File: config.mk
export PLATFORM = sky130hd
export DESIGN_NAME = memory_arbiter_flat
export DESIGN_NICKNAME = d
export VERILOG_FILES = /design/src/rtl/memory_arbiter_if.sv /design/src/rtl/memory_arbiter.sv /design/src/flat_wrapper.sv
export SDC_FILE = /design/constraint.sdc
export NUM_CORES = 1
export LEC_CHECK = 0
export ABC_AREA = 1
export BUFFER_PORTS_ARGS = -buffer_cell sky130_fd_sc_hd__buf_2
export CORE_AREA = 2 2 283 285
export CTS_CLUSTER_DIAMETER = 150
export CTS_CLUSTER_SIZE = 25
export DETAILED_ROUTE_END_ITERATION = 6
export DIE_AREA = 0 0 285 287
export PLACE_DENSITY_LB_ADDON = 0.05
export SYNTH_ARGS = -nofsm -noshare
export SYNTH_HDL_FRONTEND = slang
export SYNTH_SLANG_ARGS = --single-unit
File: constraint.sdc
create_clock -name clk -period 1.7 [get_ports clk]
set_input_delay 0.17 -clock clk [delete_from_list [all_inputs] [get_ports clk]]
set_output_delay 0.17 -clock clk [all_outputs]
set_load 0.01 [all_outputs]
File: src/rtl/memory_arbiter_if.sv
// memory_arbiter_if: instruction/data cache miss ports and the shared main-memory port.
interface memory_arbiter_if #(
    parameter int ADDR_W  = 28,
    parameter int BLOCK_W = 128
);
    logic               i_mem_read;
    logic [ADDR_W-1:0]  i_mem_address;
    logic [BLOCK_W-1:0] i_mem_readdata;
    logic               i_mem_busywait;
    logic               d_mem_read;
    logic               d_mem_write;
    logic [ADDR_W-1:0]  d_mem_address;
    logic [BLOCK_W-1:0] d_mem_writedata;
    logic [BLOCK_W-1:0] d_mem_readdata;
    logic               d_mem_busywait;
    logic               mem_read;
    logic               mem_write;
    logic [ADDR_W-1:0]  mem_address;
    logic [BLOCK_W-1:0] mem_writedata;
    logic [BLOCK_W-1:0] mem_readdata;
    logic               mem_busywait;
    modport slave (
        input  i_mem_read, i_mem_address, d_mem_read, d_mem_write, d_mem_address,
               d_mem_writedata, mem_readdata, mem_busywait,
        output i_mem_readdata, i_mem_busywait, d_mem_readdata, d_mem_busywait,
               mem_read, mem_write, mem_address, mem_writedata
    );
    modport master (
        output i_mem_read, i_mem_address, d_mem_read, d_mem_write, d_mem_address,
               d_mem_writedata, mem_readdata, mem_busywait,
        input  i_mem_readdata, i_mem_busywait, d_mem_readdata, d_mem_busywait,
               mem_read, mem_write, mem_address, mem_writedata
    );
endinterface

File: src/rtl/memory_arbiter.sv
// memory_arbiter: merges I-cache and D-cache block requests onto one main-memory port.
module memory_arbiter #(
    parameter int ADDR_W  = 28,
    parameter int BLOCK_W = 128,
    parameter bit RR_EN   = 1'b1
) (
    input logic             clk,
    input logic             rst,
    memory_arbiter_if.slave bus
);
    typedef enum logic [1:0] {IDLE, ISSUE, WAIT, DONE} state_t;
    state_t             state, state_nx;
    // owner/last: 1 = data cache; op_q: 1 = write
    logic               owner, last, op_q;
    logic [ADDR_W-1:0]  addr_q;
    logic [BLOCK_W-1:0] wdata_q, rdata_q;
    logic               i_req, d_req, grant, grant_d, active;
    assign i_req  = bus.i_mem_read;
    assign d_req  = bus.d_mem_read | bus.d_mem_write;
    assign active = (state == ISSUE) || (state == WAIT);
    always_comb begin
        grant_d  = d_req & (~i_req | ~RR_EN | ~last);
        grant    = (i_req | d_req) & ~bus.mem_busywait;
        state_nx = state == IDLE  ? (grant ? ISSUE : IDLE) :
                   state == ISSUE ? WAIT :
                   state == WAIT  ? (bus.mem_busywait ? WAIT : DONE) : IDLE;
    end
    always_ff @(posedge clk) begin
        if (rst) state <= IDLE;
        else     state <= state_nx;
    end
    always_ff @(posedge clk) begin
        if (rst) begin
            owner   <= 1'b0;
            last    <= 1'b0;
            op_q    <= 1'b0;
            addr_q  <= '0;
            wdata_q <= '0;
            rdata_q <= '0;
        end else begin
            if (state == IDLE && grant) begin
                owner   <= grant_d;
                op_q    <= grant_d & bus.d_mem_write;
                addr_q  <= grant_d ? bus.d_mem_address : bus.i_mem_address;
                wdata_q <= bus.d_mem_writedata;
            end
            if (state == WAIT && !bus.mem_busywait && !op_q) rdata_q <= bus.mem_readdata;
            if (state == DONE) last <= owner;
        end
    end
    assign bus.mem_read       = active & ~op_q;
    assign bus.mem_write      = active & op_q;
    assign bus.mem_address    = addr_q;
    assign bus.mem_writedata  = wdata_q;
    assign bus.i_mem_busywait = i_req & ~(state == DONE && !owner);
    assign bus.d_mem_busywait = d_req & ~(state == DONE && owner);
    assign bus.i_mem_readdata = rdata_q;
    assign bus.d_mem_readdata = rdata_q;
endmodule
File: src/flat_wrapper.sv
// flat-port wrapper written by rule: the top's interface ports become plain ports
module memory_arbiter_flat 
#(
    parameter int ADDR_W  = 28,
    parameter int BLOCK_W = 128,
    parameter bit RR_EN   = 1'b1
)
  (clk, rst, bus_i_mem_read, bus_i_mem_address, bus_d_mem_read, bus_d_mem_write, bus_d_mem_address, bus_d_mem_writedata, bus_mem_readdata, bus_mem_busywait, bus_i_mem_readdata, bus_i_mem_busywait, bus_d_mem_readdata, bus_d_mem_busywait, bus_mem_read, bus_mem_write, bus_mem_address, bus_mem_writedata);
  memory_arbiter_if #(.ADDR_W(ADDR_W), .BLOCK_W(BLOCK_W)) bus_i ();
  input logic clk;
  input logic rst;
  input wire logic [$bits(bus_i.i_mem_read)-1:0] bus_i_mem_read;
  input wire logic [$bits(bus_i.i_mem_address)-1:0] bus_i_mem_address;
  input wire logic [$bits(bus_i.d_mem_read)-1:0] bus_d_mem_read;
  input wire logic [$bits(bus_i.d_mem_write)-1:0] bus_d_mem_write;
  input wire logic [$bits(bus_i.d_mem_address)-1:0] bus_d_mem_address;
  input wire logic [$bits(bus_i.d_mem_writedata)-1:0] bus_d_mem_writedata;
  input wire logic [$bits(bus_i.mem_readdata)-1:0] bus_mem_readdata;
  input wire logic [$bits(bus_i.mem_busywait)-1:0] bus_mem_busywait;
  output wire logic [$bits(bus_i.i_mem_readdata)-1:0] bus_i_mem_readdata;
  output wire logic [$bits(bus_i.i_mem_busywait)-1:0] bus_i_mem_busywait;
  output wire logic [$bits(bus_i.d_mem_readdata)-1:0] bus_d_mem_readdata;
  output wire logic [$bits(bus_i.d_mem_busywait)-1:0] bus_d_mem_busywait;
  output wire logic [$bits(bus_i.mem_read)-1:0] bus_mem_read;
  output wire logic [$bits(bus_i.mem_write)-1:0] bus_mem_write;
  output wire logic [$bits(bus_i.mem_address)-1:0] bus_mem_address;
  output wire logic [$bits(bus_i.mem_writedata)-1:0] bus_mem_writedata;
  assign bus_i.i_mem_read = bus_i_mem_read;
  assign bus_i.i_mem_address = bus_i_mem_address;
  assign bus_i.d_mem_read = bus_d_mem_read;
  assign bus_i.d_mem_write = bus_d_mem_write;
  assign bus_i.d_mem_address = bus_d_mem_address;
  assign bus_i.d_mem_writedata = bus_d_mem_writedata;
  assign bus_i.mem_readdata = bus_mem_readdata;
  assign bus_i.mem_busywait = bus_mem_busywait;
  assign bus_i_mem_readdata = bus_i.i_mem_readdata;
  assign bus_i_mem_busywait = bus_i.i_mem_busywait;
  assign bus_d_mem_readdata = bus_i.d_mem_readdata;
  assign bus_d_mem_busywait = bus_i.d_mem_busywait;
  assign bus_mem_read = bus_i.mem_read;
  assign bus_mem_write = bus_i.mem_write;
  assign bus_mem_address = bus_i.mem_address;
  assign bus_mem_writedata = bus_i.mem_writedata;
  memory_arbiter #(.ADDR_W(ADDR_W), .BLOCK_W(BLOCK_W), .RR_EN(RR_EN)) u_core (.clk(clk), .rst(rst), .bus(bus_i));
endmodule
==> impl_metrics.csv, run 1 <==
group,metric,value,unit
status,status,"complete, no violations",
timing,fin_ws,27.3,ps
logic_synthesis,yosys_warnings,0,
setup_path,crit_fanout,3,
floorplan,fp.dieH,287,µm
global_routing,grt_start_max_net_pins,120,
logic_synthesis,yosysTopAreaCell,"dfxtp_1",
placed_design,place_ws,12.4,ps
timing,period_share,0.984,
pwr,p_leak,0.00933,µW
clocking,worstSkewPairLatency,530,ps
route,routed_via_density,3.80,
logic_synthesis,synth_seq_cells,289,
timing,setup_viol_count_final,0,
finish,nFillCells,8842,
clocking,root_buffer,"clkbuf_16",
logic_synthesis,synth_cells,1568,
timing,maxSlewHeadroom,0.560,
finish,drive_above_1_share,0.338,
timing,whs,184,ps
placed_design,placed_cell_area,0.0160,mm²
finish,design_area,0.0198,mm²
finish,area_delta_synth_final,65.3,%
logic_synthesis,synth.area.top_cells,"dfxtp_1 48%, a21oi_1 11%, buf_4 9.5%, nand2_1 7.7%, nand3_1 6.6%",
setup_path,worstSetupPathType,"reg2out",
clocking,h-tree-depth,1,
route,detail-route-antenna-nets,0,
placed_design,gp_congestion,0.795,
setup_path,crit_arrival,1500,ps
timing,rsz0062_at_grt,"yes",
clocking,max-clock-path-buffers,3,
placed_design,dp_hpwl,44000,µm
clocking,cts_buffers,15,
hold_path,hold_path.class,"in2reg",
route,vias,13313,
setup_path,critPathLaunchType,"flip-flop",
logic_synthesis,synth_cell_types,18,
setup_path,cp_data_required_time,1530,ps
run,cap_violations,0,
clocking,cts.clk_slew.worst_paths,110,ps
global_routing,grt_pass1_wl,84800,µm
pwr,power,14300,µW
logic_synthesis,syn-num-nets,1890,
finish,nNetsFinal,2763,
clocking,cts_tree,"yes",
global_routing,grt_pass1_vias,13173,
logic_synthesis,ys_seq_area_frac,0.483,
timing,worstMarginPinSlew,660,ps
timing,period_minus_slack,1670,ps
setup_path,crit_chain,"inv_4, ha_4, inv_2, nor2_1, buf_4",
global_routing,antenna_found_initial,6,
setup_path,slowest_delay,400,ps
timing,finClkSkew,21.8,ps
timing,drv_slew,0,
floorplan,core_area,0.0786,mm²
route,drt_iter0_markers,398,
pwr,powerDensity,721,mW/mm²
route,firstDrtPassIters,4,
finish,layout_common_cells,"729 x buf_2, 315 x dlygate4sd3_1, 287 x dfxtp_1",
logic_synthesis,syn-cell-area,0.0120,mm²
setup_path,critPathCaptureType,"output port",
timing,hold_viol,0,
timing,max_freq,598,MHz
floorplan,dieWidth,285,µm
route,drt_wl_total,59500,µm
clocking,clock_sinks,289,
global_routing,grt.overflow.total,0,
placed_design,port_buffers,733,
floorplan,io-pin-count,734,
pwr,max-vdd-ir-drop,0.000506,V
floorplan,row_count,103,
finish,layout.cells.most_common,"buf_2",
floorplan,start_util,0.152,
setup_path,crit_slowest_cell,"dfxtp_4",
logic_synthesis,syn_area_per_cell,7.64,µm²
route,wl_per_cell,17.0,µm
logic_synthesis,synth_top_area_share,0.483,
floorplan,die-area,0.0818,mm²
global_routing,grt_use_total,0.135,
route,drc,0,
[state kept, by name, indices dropped and copies added (netlist names)]
register	flops
u_core.bus.d_mem_readdata	128
u_core.bus.mem_address	28
u_core.bus.mem_writedata	128
u_core.last	1
u_core.op_q	1
u_core.owner	1
u_core.state	2
[cell usage after synthesis]
cell      number
nor2_4         1
a21oi_1      260
nor3_1         1
clkbuf_1      26
nand2_1      245
ha_1           4
inv_2          1
buf_4        152
o21ai_1       41
nor2_2         1
inv_1        167
buf_2         64
nor2_1        63
nand3_1      159
dfxtp_1      289
o21ai_0       89
buf_1          2
nand2_2        3
[power by group]
part	switching [µW]	internal, µW	total (µW)
clock network	2550	1720	4260
logic	1390	1410	2790
registers	156	7060	7210
total	4090	10200	14300
[per-layer routing]
layer	vias up	global-route usage	routed length (µm)
li1	6638	-	-
met1	6233	0.154	23900
met2	409	0.257	31300
met3	31	0.0279	3310
met4	2	0.0249	939
met5	-	0	13
[cells by family after synthesis]
kind of cell,count (synthesis),share of synthesized area
AND/OR/NAND/NOR,473,0.166
buffers and inverters,412,0.183
AO/OA/AOI/OAI,390,0.163
flip-flops,289,0.483
adder cells (fa/ha/maj),4,0.00418
[repair_timing]
| action | CTS | global route |
|---|---|---|
| gates cloned | 0 | 3 |
| endpoints found under the setup margin | 26 | 62 |
| setup buffers | 1 | 5 |
| hold buffers | 315 | 0 |
| pin swaps | 3 | 4 |
| resized for setup | 12 | 23 |
| hold endpoints to repair | 286 | 0 |
[area by class of cell]
class                   count  area, µm²  share of cell area
repair buffers           1100       7560               0.382
flip-flops and latches    289       5790               0.293
clock buffers              17        403              0.0203
multi-input cells         867       4070               0.205
clock inverters             1       8.76            0.000442
well taps                1050       1310              0.0664
inverters                 168        638              0.0322
diodes                      7       17.5            0.000885
[final timing paths]
check	start	end	slack, ps	cells past startpoint
worst max-delay path	u_core.state[1]	bus_mem_read	30	5
worst min-delay path	bus_d_mem_read	u_core.owner	180	6
worst max register to register	u_core.state[0]	u_core.bus.d_mem_readdata[3]	110	7
worst min register to register	u_core.bus.d_mem_readdata[8]	u_core.bus.d_mem_readdata[8]	460	2
[through the flow]
| step | utilization | instances | setup TNS [ps] |
|---|---|---|---|
| floorplan | - | 1568 | 0 |
| global placement | 0.203 | 3150 | 0 |
| detailed placement | 0.203 | 3150 | 0 |
| CTS | 0.249 | 3484 | -150 |
| global route | 0.252 | 3495 | -589 |
| finish | 0.252 | 3499 | 0 |
[worst max-delay path, delay by kind of cell, from the launching register on]
kind / cells / cell delay (ps)
fa+ha+maj: 1 / 270
buf+inv: 3 / 220
flops: 1 / 400
simple gates: 1 / 80
(Power assumes the default switching activity.)
==> run 2, diff against run 1 <==
--- a/config.mk
+++ b/config.mk
@@ -7,11 +7,11 @@
 export LEC_CHECK = 0
 export ABC_AREA = 1
 export BUFFER_PORTS_ARGS = -buffer_cell sky130_fd_sc_hd__buf_2
-export CORE_AREA = 2 2 283 285
+export CORE_AREA = 2 2 288 290
 export CTS_CLUSTER_DIAMETER = 150
 export CTS_CLUSTER_SIZE = 25
 export DETAILED_ROUTE_END_ITERATION = 6
-export DIE_AREA = 0 0 285 287
+export DIE_AREA = 0 0 290 292
 export PLACE_DENSITY_LB_ADDON = 0.05
 export SYNTH_ARGS = -nofsm -noshare
 export SYNTH_HDL_FRONTEND = slang
==> impl_metrics.csv, run 2 (synthesis results as in run 1) <==
group,metric,value,unit
timing,period_minus_slack,1690,ps
route,vias,13253,
pwr,p_leak,0.00939,µW
finish,layout_common_cells,"729 x buf_2, 310 x dlygate4sd3_1, 286 x dfxtp_1",
finish,stdcell_count,3521,
route,firstDrtPassIters,4,
route,detail-route-antenna-nets,0,
timing,max_freq,593,MHz
global_routing,grt_use_total,0.129,
finish,diodes,0,
route,drt_wl_total,58600,µm
finish,final_util,0.244,
timing,worstMarginPinSlew,775,ps
timing,drv_slew,0,
finish,area_delta_synth_final,65.9,%
global_routing,antenna_found_initial,4,
clocking,h-tree-depth,1,
finish,layout.cells.most_common,"buf_2",
placed_design,gp_congestion,0.747,
route,routed_via_density,3.76,
timing,finClkSkew,16.1,ps
timing,maxSlewHeadroom,0.483,
timing,hold_viol,0,
setup_path,crit-reg2reg-launch,"u_core.state[1]",
global_routing,grt_pass1_wl,84200,µm
floorplan,die-area,0.0847,mm²
floorplan,dieWidth,290,µm
floorplan,io-pin-count,734,
clocking,cts_tree,"yes",
setup_path,crit_arrival,1520,ps
setup_path,critPathLaunchType,"flip-flop",
placed_design,dp_hpwl,44400,µm
timing,fin_ws,13.0,ps
setup_path,worstSetupPathType,"reg2out",
clocking,root_buffer,"clkbuf_16",
floorplan,fp.dieH,292,µm
timing,period_share,0.992,
route,wl_per_cell,16.6,µm
clocking,clock_sinks,289,
finish,nNetsFinal,2771,
placed_design,port_buffers,733,
timing,rsz0062_at_grt,"yes",
setup_path,crit_fanout,3,
clocking,cts.clk_slew.worst_paths,120,ps
global_routing,grt_pass1_vias,12962,
status,status,"complete, no violations",
run,cap_violations,0,
setup_path,cp_data_required_time,1530,ps
placed_design,place_ws,32.7,ps
route,drc,0,
setup_path,crit_path_start,"u_core.state[0]",
clocking,worstSkewPairLatency,540,ps
clocking,max-clock-path-buffers,3,
hold_path,hp-start,"bus_d_mem_address[20]",
global_routing,grt.overflow.total,0,
timing,setup_viol_count_final,0,
floorplan,core_area,0.0816,mm²
placed_design,placed_cells,3185,
clocking,cts_buffers,15,
route,drt_iter0_markers,473,
floorplan,start_util,0.147,
pwr,max-vdd-ir-drop,0.000540,V
floorplan,row_count,105,
hold_path,hold_path.class,"in2reg",
setup_path,critPathCaptureType,"output port",
finish,drive_above_1_share,0.342,
pwr,powerDensity,718,mW/mm²
global_routing,grt_start_max_net_pins,131,
run 2: changes by cell type in the layout (fill, tap and decap cells not counted), moves of 2 or more:
| cell | previous run | this run |
|---|---|---|
| buf_16 | 4 | 1 |
| o21ai_0 | 83 | 86 |
| clkbuf_8 | 2 | 0 |
| dlygate4sd3_1 | 315 | 310 |
| o21ai_1 | 45 | 43 |
| buf_12 | 15 | 20 |
| diode_2 | 7 | 0 |
| dfxtp_2 | 0 | 2 |
| buf_4 | 30 | 39 |
run 2: layer usage:
metal	GRT usage	routed length, µm	part of all wire
met3	0.0293	3440	0.059
met2	0.240	30200	0.52
met5	0	28	0.00048
met1	0.146	23300	0.40
met4	0.0404	1630	0.028
run 2: repair_timing:
action,CTS,global route
cloned,0,3
endpoints found under the setup margin,4,32
gates resized for setup,20,14
buffers inserted,1,3
hold buffers,310,0
endpoints found under the hold margin,284,0
pin swaps,4,6
run 2: report_power, final:
group          total, µW  internal, µW  switching [µW]
Sequential          7220          7060             157
Clock               4260          1650            2620
Combinational       2800          1420            1370
run 2: layout make-up:
cell class                 count  area (µm²)
fill                        9259       61700
timing repair buffer        1108        7620
sequential                   289        5790
multi-input combinational    867        4080
tap                         1070        1340
inverter                     168         638
clock buffer                  16         379
clock inverter                 3        22.5
run 2: metrics by stage:
stage	hold WS [ps]	total power (µW)	instance area, µm²	setup TNS, ps
3_5_place_dp	438	9560	16200	0
2_1_floorplan	309	8410	12000	0
5_1_grt	30.8	15200	19900	-244
4_1_cts	3.90	14700	19700	-119
6_report	35.9	14300	19900	0
3_3_place_gp	437	9560	16200	0
run 2: path summary, 6_finish.rpt:
kind | end | slack (ps) | cells past startpoint
max | bus_mem_read | 10 | 5
min | u_core.bus.mem_address[20] | 40 | 5
max reg2reg | u_core.bus.d_mem_readdata[124] | 120 | 7
min reg2reg | u_core.bus.d_mem_readdata[12] | 460 | 2
run 2: critical path, cell delays in order, from the launching register on:
cell,delay (ps)
dfxtp_4,400
inv_4,40
ha_4,270
inv_2,40
nor2_1,80
buf_4,150
==> run 3, diff against run 2 <==
--- a/config.mk
+++ b/config.mk
@@ -5,13 +5,13 @@
 export SDC_FILE = /design/constraint.sdc
 export NUM_CORES = 1
 export LEC_CHECK = 0
-export ABC_AREA = 1
+export ABC_AREA = 0
 export BUFFER_PORTS_ARGS = -buffer_cell sky130_fd_sc_hd__buf_2
-export CORE_AREA = 2 2 288 290
+export CORE_AREA = 2 2 289 291
 export CTS_CLUSTER_DIAMETER = 150
 export CTS_CLUSTER_SIZE = 25
 export DETAILED_ROUTE_END_ITERATION = 6
-export DIE_AREA = 0 0 290 292
+export DIE_AREA = 0 0 291 293
 export PLACE_DENSITY_LB_ADDON = 0.05
 export SYNTH_ARGS = -nofsm -noshare
 export SYNTH_HDL_FRONTEND = slang
==> impl_metrics.csv, run 3 <==
group,metric,value,unit
logic_synthesis,synth.area.top_cells,"dfxtp_1 47%, a21oi_1 12%, nand2_1 9.5%, buf_4 8.6%, nand3_2 8.1%",
clocking,root_buffer,"clkbuf_16",
timing,hold_viol,0,
finish,nNetsFinal,2661,
logic_synthesis,synth_seq_cells,289,
clocking,cts_tree,"yes",
placed_design,dp_hpwl,43700,µm
timing,finClkSkew,9.26,ps
floorplan,die-area,0.0853,mm²
logic_synthesis,synth_top_area_share,0.469,
timing,whs,71.5,ps
floorplan,fp.dieH,293,µm
route,vias,13379,
logic_synthesis,syn-cell-area,0.0123,mm²
finish,layout_common_cells,"728 x buf_2, 313 x nand2_1, 312 x dlygate4sd3_1",
finish,layout.cells.most_common,"buf_2",
route,drt_wl_total,60700,µm
setup_path,critPathCaptureType,"output port",
setup_path,critPathLaunchType,"flip-flop",
global_routing,grt_pass1_wl,88300,µm
floorplan,dieWidth,291,µm
global_routing,grt_pass1_vias,13791,
setup_path,slowest_delay,350,ps
setup_path,crit_fanout,3,
clocking,max-clock-path-buffers,3,
pwr,power,14100,µW
placed_design,gp_congestion,0.722,
finish,area_delta_synth_final,65.0,%
logic_synthesis,yosysMostFrequentCell,"nand2_1",
route,drc,0,
clocking,cts.clk_slew.worst_paths,110,ps
setup_path,crit_chain,"inv_2, ha_4, nor2b_4, buf_6",
finish,drive_above_1_share,0.403,
logic_synthesis,synth_flop_cell,"dfxtp_1",
logic_synthesis,synth_edf_count,0,
logic_synthesis,synth_cells,1462,
timing,drv_slew,0,
clocking,clock_sinks,289,
global_routing,grt.overflow.total,0,
timing,worstMarginPinSlew,538,ps
logic_synthesis,synth_common_cells,"313 x nand2_1, 289 x dfxtp_1, 288 x a21oi_1",
floorplan,io-pin-count,734,
timing,rsz0062_at_grt,"yes",
timing,period_share,0.977,
route,firstDrtPassIters,4,
setup_path,cp_top_family,"flip-flops",
global_routing,antenna_found_initial,6,
timing,maxSlewHeadroom,0.642,
route,wl_per_cell,17.8,µm
placed_design,port_buffers,733,
logic_synthesis,yosys_warnings,0,
route,routed_via_density,3.92,
timing,period_minus_slack,1660,ps
run,cap_violations,0,
setup_path,cp_data_required_time,1530,ps
clocking,h-tree-depth,1,
clocking,worstSkewPairLatency,530,ps
clocking,cts_buffers,15,
global_routing,grt_start_max_net_pins,66,
setup_path,worstSetupPathType,"reg2out",
setup_path,crit_buf_inv,2,
pwr,powerDensity,695,mW/mm²
logic_synthesis,synth_cell_types,29,
logic_synthesis,syn-num-nets,1784,
route,drt_iter0_markers,447,
pwr,max-vdd-ir-drop,0.000488,V
logic_synthesis,ys_seq_area_frac,0.469,
setup_path,reg2reg_setup_slack,60,ps
pwr,p_leak,0.00903,µW
logic_synthesis,syn_area_per_cell,8.44,µm²
placed_design,place_ws,-36.7,ps
timing,max_freq,602,MHz
timing,fin_ws,39.9,ps
hold_path,hold_path.class,"in2reg",
status,status,"complete, no violations",
route,detail-route-antenna-nets,0,
setup_path,crit_arrival,1490,ps
floorplan,row_count,105,
setup_path,crit_slowest_cell,"dfxtp_2",
global_routing,grt_use_total,0.134,
logic_synthesis,yosysTopAreaCell,"dfxtp_1",
timing,setup_viol_count_final,0,
logic_synthesis,async_flop_share,0,
floorplan,core_area,0.0818,mm²
floorplan,start_util,0.151,
-- run 3: cell count changes after synthesis, moves of 41 or more --
cell / delta
inv_1: -164
nand2_1: +68
nand3_1: -129
nand3_2: +100
nor2_1: -60
o21ai_0: +41
o21ai_1: -41
-- run 3: repair_timing --
item / CTS / global route
hold buffers: 312 / 0
gates cloned: 0 / 2
pin swaps: 3 / 4
resized for setup: 17 / 7
buffers inserted: 2 / 4
endpoints found under the hold margin: 284 / 0
endpoints found under the setup margin: 76 / 136
-- run 3: routing by layer --
metal | vias up | GRT usage | share of wire
li1 | 6564 | - | -
met1 | 6325 | 0.155 | 0.40
met2 | 432 | 0.243 | 0.51
met3 | 52 | 0.0394 | 0.069
met4 | 6 | 0.0291 | 0.021
met5 | - | 0 | 0.00066
-- run 3: cell type report --
type                            instances  area, µm²
Antenna cell                            3       7.51
Clock buffer                           15        375
Clock inverter                          1       16.3
Fill cell                            9090      61500
Inverter                                3       11.3
Multi-Input combinational cell        911       4950
Sequential cell                       289       5790
Tap cell                             1070       1340
Timing Repair Buffer                 1119       7880
-- run 3: report_power, final --
| part | switching (µW) | internal [µW] | total, µW |
|---|---|---|---|
| clock network | 2590 | 1630 | 4210 |
| logic | 1360 | 1400 | 2760 |
| registers | 140 | 7040 | 7180 |
-- run 3: cells by family after synthesis --
logic type | Yosys count | synth area share
simple gates | 457 | 0.197
compound gates | 449 | 0.192
flops | 289 | 0.469
buf+inv | 262 | 0.137
fa+ha+maj | 4 | 0.00406
mux | 1 | 0.000811
-- run 3: worst paths after layout --
| path | start | to | cells past startpoint |
|---|---|---|---|
| worst max-delay path | u_core.state[0] | bus_mem_read | 4 |
| worst min-delay path | rst | u_core.bus.d_mem_readdata[90] | 2 |
| worst max register to register | u_core.state[0] | u_core.bus.mem_address[6] | 7 |
| worst min register to register | u_core.bus.d_mem_readdata[89] | u_core.bus.d_mem_readdata[89] | 2 |
-- run 3: through the flow --
| stage | area (µm²) | instances | util | TNS [ps] |
|---|---|---|---|---|
| 6_report | 20400 | 3411 | 0.249 | 0 |
| 5_1_grt | 20400 | 3411 | 0.249 | -270 |
| 4_1_cts | 20200 | 3402 | 0.247 | -88.1 |
| 3_5_place_dp | 16700 | 3072 | 0.204 | -270 |
| 3_3_place_gp | 16700 | 3072 | 0.204 | -20.4 |
| 2_1_floorplan | 12300 | 1462 | - | 0 |
